`src/rtl/bram_rd_arbiter.sv`:
```
// bram_rd_arbiter
// Two read requesters share one single-port, read-only BRAM that has a
// registered read (the data comes back one cycle after the address).
// At most one request is granted each cycle. The granted address goes to the
// BRAM, and a one-entry in-flight tag steers the returned word to the port that
// asked for it. An optional output stage adds one more cycle of latency.
// The only word storage is in that optional output stage.
module bram_rd_arbiter #(
    parameter int DATA_WIDTH = 2,
    parameter int ADDR_WIDTH = 4,
    parameter int FIXED_PRIO = 0,
    parameter int RSP_REG    = 0
) (
    input  logic                  clk_i,
    input  logic                  rst_i,

    input  logic                  req0_valid_i,
    input  logic [ADDR_WIDTH-1:0] req0_addr_i,
    output logic                  req0_ready_o,
    output logic                  rsp0_valid_o,
    output logic [DATA_WIDTH-1:0] rsp0_data_o,

    input  logic                  req1_valid_i,
    input  logic [ADDR_WIDTH-1:0] req1_addr_i,
    output logic                  req1_ready_o,
    output logic                  rsp1_valid_o,
    output logic [DATA_WIDTH-1:0] rsp1_data_o,

    output logic [ADDR_WIDTH-1:0] bram_addr_o,
    input  logic [DATA_WIDTH-1:0] bram_dout_i
);

    // Arbitration state: 1 means port 1 won the last accepted request.
    // It resets to 1, so port 0 wins the first conflict after reset.
    logic                  last_grant;
    // The address that was last presented with a grant. It keeps the BRAM
    // address steady while the arbiter is idle.
    logic [ADDR_WIDTH-1:0] addr_hold;
    // One-deep tag for the read whose data the BRAM returns this cycle.
    logic                  inflight_valid;
    logic                  inflight_id;

    logic                  grant0;
    logic                  grant1;
    logic                  grant_any;
    logic                  rsp0_hit;
    logic                  rsp1_hit;

    // Grant at most one port. Either port wins when it is alone. On a
    // conflict, port 0 wins in fixed-priority mode; otherwise the port that
    // did not win last time wins.
    always_comb begin
        grant0 = 1'b0;
        grant1 = 1'b0;
        case ({req1_valid_i, req0_valid_i})
            2'b01: begin
                grant0 = 1'b1;
            end
            2'b10: begin
                grant1 = 1'b1;
            end
            2'b11: begin
                if (FIXED_PRIO != 0) begin
                    grant0 = 1'b1;
                end else if (last_grant) begin
                    grant0 = 1'b1;
                end else begin
                    grant1 = 1'b1;
                end
            end
            default: begin
                grant0 = 1'b0;
                grant1 = 1'b0;
            end
        endcase
    end

    assign grant_any    = grant0 | grant1;
    assign req0_ready_o = grant0;
    assign req1_ready_o = grant1;

    // Drive the BRAM address from the granted port. With no grant, present
    // the held address so the BRAM input does not toggle.
    always_comb begin
        if (grant0) begin
            bram_addr_o = req0_addr_i;
        end else if (grant1) begin
            bram_addr_o = req1_addr_i;
        end else begin
            bram_addr_o = addr_hold;
        end
    end

    // Update the round-robin pointer only when a request is actually accepted.
    always_ff @(posedge clk_i or posedge rst_i) begin
        if (rst_i) begin
            last_grant <= 1'b1;
        end else if (grant_any) begin
            last_grant <= grant1;
        end
    end

    // Hold the last granted address for idle cycles.
    always_ff @(posedge clk_i or posedge rst_i) begin
        if (rst_i) begin
            addr_hold <= {ADDR_WIDTH{1'b0}};
        end else if (grant_any) begin
            addr_hold <= bram_addr_o;
        end
    end

    // Tag the accepted read. The valid flag lasts one cycle, matching the
    // single cycle in which the BRAM presents the word.
    always_ff @(posedge clk_i or posedge rst_i) begin
        if (rst_i) begin
            inflight_valid <= 1'b0;
            inflight_id    <= 1'b0;
        end else begin
            inflight_valid <= grant_any;
            if (grant_any) begin
                inflight_id <= grant1;
            end
        end
    end

    assign rsp0_hit = inflight_valid & ~inflight_id;
    assign rsp1_hit = inflight_valid &  inflight_id;

    generate
        if (RSP_REG != 0) begin : g_rsp_reg
            logic                  rsp0_valid_stage;
            logic                  rsp1_valid_stage;
            logic [DATA_WIDTH-1:0] rsp0_data_stage;
            logic [DATA_WIDTH-1:0] rsp1_data_stage;

            // Delay the response pulses by one cycle. Reset removes any
            // pending pulse at once.
            always_ff @(posedge clk_i or posedge rst_i) begin
                if (rst_i) begin
                    rsp0_valid_stage <= 1'b0;
                    rsp1_valid_stage <= 1'b0;
                end else begin
                    rsp0_valid_stage <= rsp0_hit;
                    rsp1_valid_stage <= rsp1_hit;
                end
            end

            // Capture the word for the port that owns it. The other port's
            // register keeps its previous word.
            always_ff @(posedge clk_i or posedge rst_i) begin
                if (rst_i) begin
                    rsp0_data_stage <= {DATA_WIDTH{1'b0}};
                    rsp1_data_stage <= {DATA_WIDTH{1'b0}};
                end else begin
                    if (rsp0_hit) begin
                        rsp0_data_stage <= bram_dout_i;
                    end
                    if (rsp1_hit) begin
                        rsp1_data_stage <= bram_dout_i;
                    end
                end
            end

            assign rsp0_valid_o = rsp0_valid_stage;
            assign rsp1_valid_o = rsp1_valid_stage;
            assign rsp0_data_o  = rsp0_data_stage;
            assign rsp1_data_o  = rsp1_data_stage;
        end else begin : g_rsp_direct
            // The BRAM output register already gives one cycle of latency.
            // Both ports see the raw word, and the valids say who owns it.
            assign rsp0_valid_o = rsp0_hit;
            assign rsp1_valid_o = rsp1_hit;
            assign rsp0_data_o  = bram_dout_i;
            assign rsp1_data_o  = bram_dout_i;
        end
    endgenerate

endmodule

```
`config.mk`:
```
export PLATFORM = sky130hd
export DESIGN_NAME = bram_rd_arbiter
export DESIGN_NICKNAME = d
export VERILOG_FILES = /design/src/rtl/bram_rd_arbiter.sv
export SDC_FILE = /design/constraint.sdc
export NUM_CORES = 1
export LEC_CHECK = 0
export ABC_CLOCK_PERIOD_IN_PS = 2300
export CAP_MARGIN = 20
export CORE_AREA = 2 2 39 41
export CTS_CLUSTER_DIAMETER = 40
export DETAILED_ROUTE_END_ITERATION = 6
export DIE_AREA = 0 0 41 43
export GPL_TIMING_DRIVEN = 0
export PLACE_DENSITY_LB_ADDON = 0.08
export SETUP_SLACK_MARGIN = 0.2
export SLEW_MARGIN = 40
export SYNTH_ARGS = -nofsm -noshare
export SYNTH_HDL_FRONTEND = slang
export SYNTH_SLANG_ARGS = --single-unit
```
`constraint.sdc`:
```
create_clock -name clk_i -period 2.3 [get_ports clk_i]
set_input_delay 0.575 -clock clk_i [delete_from_list [all_inputs] [get_ports clk_i]]
set_output_delay 0.575 -clock clk_i [all_outputs]
set_load 0.01 [all_outputs]
```
==> results of run 1 <==
sequential cells by signal, summed over array words and instances (netlist names):
register        flops
addr_hold           4
inflight_id         1
inflight_valid      1
last_grant          1
routing by layer:
| layer | wire length (um) | vias to the layer above | share of wire, % |
|---|---|---|---|
| met5 | 0 | - | 0 |
| met4 | 14 | 0 | 1.2 |
| met3 | 56 | 2 | 4.8 |
| met2 | 592 | 16 | 51 |
| met1 | 491 | 202 | 43 |
| li1 | - | 219 | - |
final cells by class:
cell class | instances | share of cell area, %
plain buffers | 6 | 6.44
clock buffers | 4 | 3.47
inverters | 4 | 1.98
multi-input cells | 28 | 29.7
flip-flops and latches | 7 | 23.3
well taps | 16 | 2.64
repair buffers | 28 | 32.5
how the worst min path moves through the flow:
stage                                   startpoint                        to  cells past startpoint
after floorplan                              rst_i  addr_hold[0]$_DFFE_PP0P_                      1
after global placement    addr_hold[0]$_DFFE_PP0P_  addr_hold[0]$_DFFE_PP0P_                      2
after detailed placement  addr_hold[1]$_DFFE_PP0P_  addr_hold[1]$_DFFE_PP0P_                      2
after CTS                 addr_hold[1]$_DFFE_PP0P_  addr_hold[1]$_DFFE_PP0P_                      2
after global routing                         rst_i  inflight_valid$_DFF_PP0_                      2
final                                        rst_i  addr_hold[1]$_DFFE_PP0P_                      2
metrics by stage:
step / hold slack [ps] / cells / utilization (%)
after floorplan: 378 / 45 / -
after global placement: 527 / 84 / 48.7
after detailed placement: 540 / 84 / 48.7
after CTS: 555 / 93 / 52.6
after global routing: 596 / 93 / 54.8
final: 549 / 93 / 54.8
worst max-delay path: stages:
cell	delay (ps)
buf_6	100
buf_6	110
buf_4	130
and3_1	170
a31oi_1	210
o21ai_1	100
buf_2	150
cells in the mapped netlist:
library cell | number | share of area [%]
nand2_4 | 1 | 2.7
a31oi_1 | 4 | 5.9
a21boi_0 | 1 | 1.8
and3_2 | 2 | 3.5
inv_1 | 4 | 3.5
o21ai_0 | 1 | 1.2
and3_1 | 2 | 2.9
o21a_1 | 1 | 1.8
mux2i_1 | 4 | 9.4
or2_2 | 1 | 1.5
buf_2 | 1 | 1.2
o21ai_1 | 8 | 9.4
dfrtp_1 | 6 | 35
and2_1 | 1 | 1.5
buf_6 | 1 | 2.7
nor2b_1 | 1 | 1.5
nand2_1 | 1 | 0.88
dfstp_2 | 1 | 6.2
buf_4 | 4 | 7.1
cell families after synthesis:
group / Yosys count
buffers and inverters: 10
AND/OR/NAND/NOR: 9
multiplexers: 4
AO/OA/AOI/OAI: 15
flip-flops: 7
timing repair:
action / CTS / global route
gates resized for setup: 29 / 7
pin swaps: 2 / 0
setup endpoints to repair: 6 / 3
buffers inserted: 5 / 0
endpoints found under the hold margin: 0 / 0
power by group:
group	internal [mW]	switching, mW
sequential	0.141	0.0102
combinational	0.0763	0.0601
clock	0.0668	0.0542
total	0.284	0.125
==> impl_metrics.env, run 1 <==
export IMPL_outcome="finished, final reports clean"
export IMPL_setup_viol=0
export IMPL_crit_end="bram_addr_o[0]"
export IMPL_grt_use_met3_pct=3.14
export IMPL_holdBufCountCts=0
export IMPL_cp_start_kind="input port"
export IMPL_finalPower_uw=408
export IMPL_grt_use_met1_pct=19.2
export IMPL_grtUsageMet2_pct=23.4
export IMPL_synth_top_family_by_area="compound AO/OA/AOI/OAI gates"
export IMPL_ant_nets=0
export IMPL_r2r_setup_slack_ps=1090
export IMPL_setup_slack_ps=183
export IMPL_cp_required_ps=1730
export IMPL_hp_class="in -> async"
export IMPL_syn_area_per_cell_um2=9.43
export IMPL_antenna_found_initial=0
export IMPL_first_iter_violations=2
export IMPL_root_buffer="clkbuf_4"
export IMPL_maxSlewViolCount=0
export IMPL_synth_xor_area_share_pct=0
export IMPL_seq_area_frac_synth_pct=41.6
export IMPL_synth_cell_type_count=19
export IMPL_grt_busiest_layer="met2"
export IMPL_rows=14
export IMPL_grt_pass1_wl_um=1840
export IMPL_num_vias=439
export IMPL_endpoint_kind="primary output"
export IMPL_place_ws_ps=-417
export IMPL_post_route_period_util_pct=92.0
export IMPL_ctsHtreeMaxLevel=1
export IMPL_grt_max_degree=11
export IMPL_synth_area_mux_share_pct=9.44
export IMPL_fmax_ghz=0.472
export IMPL_synth_compound_area_share_pct=20.1
export IMPL_dpl_hpwl_um=794
export IMPL_crit_type="in -> out"
export IMPL_finalHoldViolCount=0
export IMPL_grt_ovfl_total=0
export IMPL_regToRegStartpoint="last_grant$_DFFE_PP1P_"
export IMPL_clock_sinks=7
export IMPL_rsz0062_at_grt="no"
export IMPL_synthAdderAreaFrac_pct=0
export IMPL_synth_area_um2=424
export IMPL_rr_worst_depth=3
export IMPL_tns_ps=0
export IMPL_multi_input_area_um2=225
export IMPL_syn_to_final_growth_pct=78.8
export IMPL_grt_usage_pct=15.6
export IMPL_synth_cells=45
export IMPL_ios=26
export IMPL_crit_fanout=5
export IMPL_die_h_um=43
export IMPL_seq_area_um2=176
export IMPL_layout_drive_gt1_share_pct=36.4
export IMPL_r2r_end="addr_hold[0]$_DFFE_PP0P_"
export IMPL_clk_latency_ps=260
export IMPL_final_cell_mix="11 x clkdlybuf4s50_1, 10 x buf_4, 8 x o21ai_1"
export IMPL_dr_pass1_iters=4
export IMPL_cts_buffer_depth=2
export IMPL_final_common_cell="clkdlybuf4s50_1"
export IMPL_initial_utilization_pct=30.7
export IMPL_worstMarginPinSlew_ps=294
export IMPL_fin_skew_ps=2.48
export IMPL_powerDensity_nw_per_um2=538
export IMPL_maxCapViolations=0
export IMPL_cts_tree="built"
export IMPL_core_um2=1380
export IMPL_fin_area_um2=758
export IMPL_path_clk_slew_ps=60
export IMPL_dieArea_um2=1760
export IMPL_cts_buffers=3
export IMPL_leakagePower_nw=0.368
export IMPL_drc=0
export IMPL_drt_total_wl_um=1160
export IMPL_layout_nets=92
export IMPL_syn_num_nets=59
export IMPL_startpoint="req0_valid_i"
export IMPL_ys_seq_elements=7
export IMPL_synth_simple_gate_area_share_pct=14.5
export IMPL_port_buffers=23
export IMPL_fin_crit_ps=2120
export IMPL_relSlewSlack_pct=80.4
export IMPL_synth_warnings=0
export IMPL_cp_arrival_ps=1540
export IMPL_wire_per_inst_um=12.4
export IMPL_vdd_ir_drop_max_mv=0.287
export IMPL_grt_pass1_vias=430
export IMPL_diodes=0
export IMPL_nFillCells=142
export IMPL_gp_congestion=0.652
export IMPL_die_w_um=41
export IMPL_place_area_um2=674
export IMPL_via_per_inst=4.72
Note: power is estimated with default switching activity, not from simulation.
==> run 2: changes to the inputs <==
--- a/config.mk
+++ b/config.mk
@@ -7,10 +7,13 @@
 export LEC_CHECK = 0
 export ABC_CLOCK_PERIOD_IN_PS = 2300
 export CAP_MARGIN = 20
-export CORE_AREA = 2 2 39 41
+export CELL_PAD_IN_SITES_DETAIL_PLACEMENT = 0
+export CELL_PAD_IN_SITES_GLOBAL_PLACEMENT = 1
+export CORE_ASPECT_RATIO = 0.8
+export CORE_MARGIN = 1.5
+export CORE_UTILIZATION = 26
 export CTS_CLUSTER_DIAMETER = 40
 export DETAILED_ROUTE_END_ITERATION = 6
-export DIE_AREA = 0 0 41 43
 export GPL_TIMING_DRIVEN = 0
 export PLACE_DENSITY_LB_ADDON = 0.08
 export SETUP_SLACK_MARGIN = 0.2
==> run 2 against run 1 <==
Net effect:
- die area up 6.9%
- register-to-register slack better by 30 ps
- power increased by 2.4%
- via count down 1.6%
==> impl_metrics.env, run 2 (synthesis gave the netlist of run 1 again) <==
export IMPL_outcome="finished, final reports clean"
export IMPL_cts_buffers=3
export IMPL_regToRegStartpoint="last_grant$_DFFE_PP1P_"
export IMPL_core_um2=1460
export IMPL_largest_register="addr_hold"
export IMPL_largest_reg_flops=4
export IMPL_rows=12
export IMPL_post_route_period_util_pct=89.5
export IMPL_endpoint_kind="primary output"
export IMPL_maxSlewViolCount=0
export IMPL_grt_pass1_wl_um=1860
export IMPL_crit_type="reg -> out"
export IMPL_via_per_inst=4.45
export IMPL_drt_total_wl_um=1180
export IMPL_die_h_um=39.1
export IMPL_cp_arrival_ps=1480
export IMPL_clock_sinks=7
export IMPL_fmax_ghz=0.486
export IMPL_final_cell_mix="11 x clkdlybuf4s50_1, 8 x o21ai_1, 7 x buf_4"
export IMPL_rr_worst_depth=3
export IMPL_grt_busiest_layer="met2"
export IMPL_layout_drive_gt1_share_pct=39.5
export IMPL_layout_nets=91
export IMPL_clk_latency_ps=250
export IMPL_holdBufCountCts=0
export IMPL_maxCapViolations=0
export IMPL_port_buffers=23
export IMPL_drc=0
export IMPL_fin_crit_ps=2060
export IMPL_wire_per_inst_um=12.1
export IMPL_crit_fanout=7
export IMPL_path_clk_slew_ps=50
export IMPL_dpl_hpwl_um=768
export IMPL_dp_cells=89
export IMPL_startpoint="last_grant$_DFFE_PP1P_"
export IMPL_cp_required_ps=1730
export IMPL_relSlewSlack_pct=81.0
export IMPL_diodes=0
export IMPL_dieArea_um2=1880
export IMPL_vdd_ir_drop_max_mv=0.372
export IMPL_cts_buffer_depth=2
export IMPL_finalNonFillerCells=97
export IMPL_first_iter_violations=9
export IMPL_grt_pass1_vias=418
export IMPL_setup_viol=0
export IMPL_fin_skew_ps=2.61
export IMPL_grt_usage_pct=15.2
export IMPL_ios=26
export IMPL_dr_pass1_iters=3
export IMPL_tns_ps=0
export IMPL_ctsHtreeMaxLevel=1
export IMPL_finalHoldViolCount=0
export IMPL_worstMarginPinSlew_ps=284
export IMPL_die_w_um=48.2
export IMPL_grtUsageMet2_pct=24.0
export IMPL_antenna_found_initial=0
export IMPL_grt_use_met3_pct=7.01
export IMPL_powerDensity_nw_per_um2=529
export IMPL_rsz0062_at_grt="yes"
export IMPL_root_buffer="clkbuf_4"
export IMPL_grt_max_degree=11
export IMPL_num_vias=432
export IMPL_ant_nets=0
export IMPL_initial_utilization_pct=29.1
export IMPL_cp_start_kind="flop"
export IMPL_final_common_cell="clkdlybuf4s50_1"
export IMPL_hp_class="in -> async"
export IMPL_syn_to_final_growth_pct=86.1
export IMPL_grt_use_met1_pct=19.2
export IMPL_cts_tree="built"
export IMPL_grt_ovfl_total=0
export IMPL_gp_congestion=0.680
export IMPL_leakagePower_nw=0.352
[run 2: cell types whose count changed in the layout (fill, tap and decap cells not counted), moves of 2 or more]
| cell | change |
|---|---|
| a31oi_1 | -2 |
| a31oi_4 | +2 |
| and3_4 | +2 |
| buf_2 | +3 |
| buf_4 | -3 |
[run 2: power breakdown]
part | switching (mW) | leakage, nW | internal, mW
logic | 0.0671 | 0.258 | 0.0832
clock network | 0.0468 | 0.0150 | 0.0663
registers | 0.0139 | 0.0796 | 0.141
[run 2: worst paths after layout]
check | slack [ps] | endpoint
worst min register to register | 550 | addr_hold[0]$_DFFE_PP0P_
min in group clk_i | 550 | addr_hold[0]$_DFFE_PP0P_
max in group asynchronous | 1470 | last_grant$_DFFE_PP1P_
worst max-delay path | 240 | bram_addr_o[3]
worst max register to register | 1120 | addr_hold[2]$_DFFE_PP0P_
worst min-delay path | 550 | addr_hold[3]$_DFFE_PP0P_
[run 2: layout make-up]
type	count	area [um^2]
Multi-Input combinational cell	28	273
Sequential cell	7	176
Inverter	4	15.0
Tap cell	21	26.3
Fill cell	147	667
Timing Repair Buffer	27	224
Buffer	6	48.8
Clock buffer	4	26.3
[run 2: metal layers]
| layer | vias up | wire length (um) |
|---|---|---|
| li1 | 217 | - |
| met1 | 195 | 536 |
| met2 | 20 | 563 |
| met3 | 0 | 76 |
| met4 | 0 | 0 |
| met5 | - | 0 |
[run 2: what timing repair did]
item,in CTS,in global routing
pin swaps,1,1
resized for setup,37,4
buffers inserted,2,1
setup endpoints to repair,6,6
gates cloned,1,0
[run 2: stage by stage]
stage                     setup slack [ps]  total power [mW]  utilization [%]  instance area (um^2)  hold slack (ps)
after floorplan                        598             0.214                -                   424              378
after global placement                -397             0.286             46.7                   681              534
final                                  241             0.418             54.2                   790              546
after detailed placement              -388             0.285             46.7                   681              538
after global routing                   181             0.444             54.2                   790              576
after CTS                              196             0.413             53.5                   779              553
[run 2: worst max-delay path, cell delays in order (launching register included)]
cell,delay (ps)
dfstp_2,660
buf_6,130
and3_4,170
a31oi_4,30
o21ai_1,80
buf_2,140
==> run 3: changes to the inputs <==
--- a/config.mk
+++ b/config.mk
@@ -6,7 +6,6 @@
 export NUM_CORES = 1
 export LEC_CHECK = 0
 export ABC_CLOCK_PERIOD_IN_PS = 2300
-export CAP_MARGIN = 20
 export CELL_PAD_IN_SITES_DETAIL_PLACEMENT = 0
 export CELL_PAD_IN_SITES_GLOBAL_PLACEMENT = 1
 export CORE_ASPECT_RATIO = 0.8
==> results of run 3 <==
No change in the layout: final DEF, timing and power equal those of run 2.
